<file path="src/rtl/mux_rr_arbiter_pkg.sv">
// Shared encodings for the two-requester round-robin mux arbiter.
package mux_rr_arbiter_pkg;

    typedef enum logic [1:0] {
        IDLE    = 2'd0,
        GRANT_A = 2'd1,
        GRANT_B = 2'd2
    } arb_state_e;

    // Identity of the most recently granted requester.
    localparam logic REQ_A = 1'b0;
    localparam logic REQ_B = 1'b1;

endpackage

</file>
<file path="src/rtl/mux_rr_arbiter_mux2.sv">
// Purely combinational WIDTH-bit 2:1 mux; sel=0 picks a, sel=1 picks b.
module mux2_w #(
    parameter int WIDTH = 8
) (
    input  logic [WIDTH-1:0] a,
    input  logic [WIDTH-1:0] b,
    input  logic             sel,
    output logic [WIDTH-1:0] y
);

    assign y = sel ? b : a;

endmodule

</file>
<file path="src/rtl/mux_rr_arbiter.sv">
// Round-robin arbiter sharing one WIDTH-bit 2:1 mux between requesters A and B,
// with a hold limit so neither side can starve the other, and a registered output.
module mux_rr_arbiter
    import mux_rr_arbiter_pkg::*;
#(
    parameter int WIDTH    = 8,
    parameter int MAX_HOLD = 4
) (
    input  logic             clk,
    input  logic             rst,
    input  logic             req_a,
    input  logic             req_b,
    input  logic [WIDTH-1:0] a,
    input  logic [WIDTH-1:0] b,
    output logic             gnt_a,
    output logic             gnt_b,
    output logic             sel,
    output logic [WIDTH-1:0] out,
    output logic             out_valid
);

    localparam logic [7:0] HOLD_LAST = 8'(MAX_HOLD - 1);

    arb_state_e       state_q, state_d;
    logic             last_q, last_d;
    logic [7:0]       hold_q, hold_d;
    logic [WIDTH-1:0] out_q, out_d;
    logic             vld_q;
    logic [WIDTH-1:0] mux_y;
    logic             other_req;

    always_comb begin
        state_d   = state_q;
        last_d    = last_q;
        hold_d    = hold_q;
        other_req = 1'b0;

        unique case (state_q)
            IDLE: begin
                // On a tie, the requester that was not granted last wins.
                if (req_a && (!req_b || last_q == REQ_B))
                    state_d = GRANT_A;
                else if (req_b)
                    state_d = GRANT_B;
            end
            GRANT_A: begin
                other_req = req_b;
                if (!req_a)
                    state_d = req_b ? GRANT_B : IDLE;
                else if (req_b && hold_q == HOLD_LAST)
                    state_d = GRANT_B;
            end
            GRANT_B: begin
                other_req = req_a;
                if (!req_b)
                    state_d = req_a ? GRANT_A : IDLE;
                else if (req_a && hold_q == HOLD_LAST)
                    state_d = GRANT_A;
            end
            default: state_d = IDLE;
        endcase

        // Count only contested cycles; saturate rather than wrap.
        if (state_d != state_q) begin
            hold_d = '0;
            if (state_d == GRANT_A) last_d = REQ_A;
            if (state_d == GRANT_B) last_d = REQ_B;
        end else if (other_req && hold_q != 8'hFF) begin
            hold_d = hold_q + 8'd1;
        end
    end

    mux2_w #(.WIDTH(WIDTH)) u_mux (
        .a   (a),
        .b   (b),
        .sel (gnt_b),
        .y   (mux_y)
    );

    assign out_d = (state_q != IDLE) ? mux_y : out_q;

    always_ff @(posedge clk) begin
        if (rst) begin
            state_q <= IDLE;
            last_q  <= REQ_B;
            hold_q  <= '0;
            out_q   <= '0;
            vld_q   <= 1'b0;
        end else begin
            state_q <= state_d;
            last_q  <= last_d;
            hold_q  <= hold_d;
            out_q   <= out_d;
            vld_q   <= (state_q != IDLE);
        end
    end

    assign gnt_a     = (state_q == GRANT_A);
    assign gnt_b     = (state_q == GRANT_B);
    assign sel       = gnt_b;
    assign out       = out_q;
    assign out_valid = vld_q;

endmodule

</file>
<file path="config.mk">
export PLATFORM = sky130hd
export DESIGN_NAME = mux_rr_arbiter
export DESIGN_NICKNAME = d
export VERILOG_FILES = /design/src/rtl/mux_rr_arbiter_pkg.sv /design/src/rtl/mux_rr_arbiter_mux2.sv /design/src/rtl/mux_rr_arbiter.sv
export SDC_FILE = /design/constraint.sdc
export NUM_CORES = 1
export LEC_CHECK = 0
export CAP_MARGIN = 30
export CORE_MARGIN = 5
export CORE_UTILIZATION = 51
export DETAILED_ROUTE_END_ITERATION = 12
export PLACE_DENSITY = 0.84
export SLEW_MARGIN = 10
export SYNTH_ARGS = -nofsm -noshare
export SYNTH_HDL_FRONTEND = slang
export SYNTH_SLANG_ARGS = --single-unit
</file>
<file path="constraint.sdc">
create_clock -name clk -period 3.7 [get_ports clk]
set_input_delay 0.74 -clock clk [delete_from_list [all_inputs] [get_ports clk]]
set_output_delay 0.74 -clock clk [all_outputs]
set_load 0.005 [all_outputs]
</file>
==> results.json <==
{
  "clkTransAtPathRegs_ns": 0.11,
  "reg2reg_from": "state_q[0]",
  "endpoint_kind": "register",
  "clock_sinks": 20,
  "initial_core_util_pct": 52.9,
  "dr.first_iter.drc_count": 15,
  "diodes": 0,
  "dp_hpwl_um": 1890,
  "drv_cap": 0,
  "crit_slowest_cell": "or3_1",
  "synth_area_mm2": 0.00116,
  "setup_viol": 0,
  "synth_flop_cell": "dfxtp_1",
  "synth_seq_cells": 20,
  "postCtsResizedCells": 0,
  "hold_end": "out[3]",
  "cts_buffers": 3,
  "drc": 0,
  "htree_levels": 1,
  "ant_nets": 0,
  "grt_pass1_wl_um": 4370,
  "ys.warnings.count": 0,
  "hp-class": "reg -> reg",
  "overflow": 0,
  "drt_first_pass_iters": 4,
  "wl_um": 2490,
  "rsz0062_at_grt": "false",
  "hp-start": "out[3]",
  "whs_path_depth": 2,
  "antenna_found_initial": 0,
  "startpoint": "state_q[0]",
  "dp_slack_ns": 0.485,
  "die_h_um": 57.7,
  "relSlewSlack_pct": 47.5,
  "io_pins": 32,
  "status": "complete, no violations",
  "timing.setup.tns_ns": 0,
  "crit_buf_inv": 1,
  "hold_buffers": 0,
  "path_cells": "inv_1 -> ha_1 -> and2_1 -> a32o_1 -> a21oi_1 -> mux2_4 -> or3_1 -> nor2_2",
  "critPathLaunchType": "register",
  "place_congestion": 0.814,
  "cts_tree": "done",
  "wire_per_inst_um": 13.0,
  "cts-root-buf": "clkbuf_4",
  "tightest_slew_ns": 0.784,
  "grt_use_total_pct": 16.3,
  "synthToLayoutAreaGrowth_pct": 29.2,
  "postSynthAreaPerCell_um2": 8.58,
  "yosysSeqAreaShare_pct": 34.6,
  "fp.dieW_um": 57.7,
  "rr_worst_depth": 8,
  "die_area_mm2": 0.00333,
  "slew_viol_final": 0,
  "core_mm2": 0.00219,
  "slowest_delay_ns": 0.53,
  "cts_setup_buffers": 0,
  "fin_skew_ns": 0.00288,
  "max-vdd-ir-drop_mv": 0.308,
  "drive_gt1_share_pct": 9.20,
  "port-buffer-count": 31,
  "crit_path_max_fanout": 14,
  "vias": 1016,
  "power_per_cell_area_mw_per_mm2": 452,
  "clock_latency_ns": 0.31,
  "r2r_end": "hold_q[4]",
  "finalCriticalPeriod_ns": 2.94,
  "ys_types": 35,
  "leakage_nw": 0.578,
  "grt_pass1_vias": 1034,
  "cp.required_ns": 3.95,
  "holdWs_ns": 0.497,
  "fmax_ghz": 0.341,
  "hold_violations": 0,
  "num_rows": 17,
  "viasPerCell": 5.32,
  "worstPathArrival_ns": 3.19,
  "fin_ws_ns": 0.763,
  "critical_path.top_delay_family": "simple AND/OR/NAND/NOR gates",
  "grt_max_degree": 21,
  "period_share_pct": 79.4,
  "synthCells": 135,
  "async_flop_share_pct": 0,
  "clock_path_buffers": 2,
  "r2r_slack_ns": 0.76,
  "critical_path_class": "reg -> reg",
  "synth_nets": 161,
  "synth_edf_count": 0,
  "nets": 190
}
[stage by stage]
stage	std cells	area, µm²	utilization [%]	power [mW]
after floorplan	135	1160	-	0.458
after global placement	187	1460	66.6	0.539
after detailed placement	187	1460	66.6	0.550
after CTS	191	1500	68.3	0.682
after global routing	191	1500	68.3	0.728
final	191	1500	68.3	0.676
[cell usage in the layout (no fill, tap or decap)]
master,count
and3_1,3
nand2_1,8
mux2_4,1
nor2b_1,3
a2111oi_0,1
nand4_1,3
a21oi_1,10
a22o_1,1
clkbuf_8,1
ha_1,6
and4_1,1
inv_1,3
nand3b_1,1
nor3_1,1
and2_1,1
mux2i_1,9
xor2_1,6
a31oi_1,2
nor4b_4,1
nor2_2,7
nand3_1,2
mux2_2,1
a32o_1,1
clkdlybuf4s50_1,31
o211a_1,2
dfxtp_1,20
a21o_1,1
o21ai_0,5
clkbuf_4,3
a211o_1,1
or3_1,1
xnor2_1,1
nor2_4,1
nor2_1,24
[worst max path at each step]
stage,to,cells after the start
global route,hold_q[4],8
detailed placement,hold_q[4],7
finish,hold_q[4],8
global placement,hold_q[1],7
floorplan,hold_q[1],8
CTS,hold_q[4],8
[where the power goes]
group | total [mW] | switching, mW | internal [mW]
Clock | 0.130 | 0.0695 | 0.0602
Sequential | 0.264 | 0.0208 | 0.243
Combinational | 0.283 | 0.141 | 0.142
Total | 0.676 | 0.231 | 0.445
[synthesized netlist by cell type (2+ instances only)]
cell	n	share of area [%]
nor2_1	24	7.8
dfxtp_1	20	35
a21oi_1	10	4.3
mux2i_1	9	7.8
nand2_1	8	2.6
nor2_2	7	3.8
ha_1	6	6.5
xor2_1	6	4.5
o21ai_0	5	2.2
and3_1	3	1.6
inv_1	3	0.97
nand4_1	3	1.6
nor2b_1	3	1.6
a31oi_1	2	1.1
buf_2	2	0.86
buf_4	2	1.3
clkbuf_1	2	0.65
nand3_1	2	0.86
o211a_1	2	1.7
[registers in the layout, indices dropped and copies added (netlist names)]
register	cells
hold_q	8
out	8
state_q	2
last_q	1
out_valid	1
[routing by layer]
layer	GRT usage, %	share of wire (%)	up-vias
met5	0	0	-
li1	-	-	519
met2	27.6	48	28
met4	6.95	1.8	0
met1	20.5	45	464
met3	2.67	4.9	5
[kinds of logic (layout without fill, tap and decap cells)]
logic type	after synthesis	in the layout	synth area share (%)
buffers and inverters	10	38	4.75
DFF	20	20	34.6
muxes	11	11	10.0
xor gates and xnor gates	7	7	5.29
adders and majority gates	6	6	6.48
AOI/OAI and AO/OA	24	24	13.1
and+or+nand+nor	57	57	25.8
[worst register-to-register path, cell delays in order (launching register included)]
cell and delay, ns:
dfxtp_1 0.50, inv_1 0.14, ha_1 0.47, and2_1 0.26
a32o_1 0.25, a21oi_1 0.22, mux2_4 0.34, or3_1 0.53
nor2_2 0.18
[layout make-up]
class | instances | area, µm²
clock buffers | 4 | 36.3
fillers | 186 | 694
inverters | 3 | 11.3
multi-input cells | 105 | 703
flip-flops and latches | 20 | 400
well taps | 28 | 35.0
repair buffers | 31 | 310
Power figures use the tool's default switching activity.
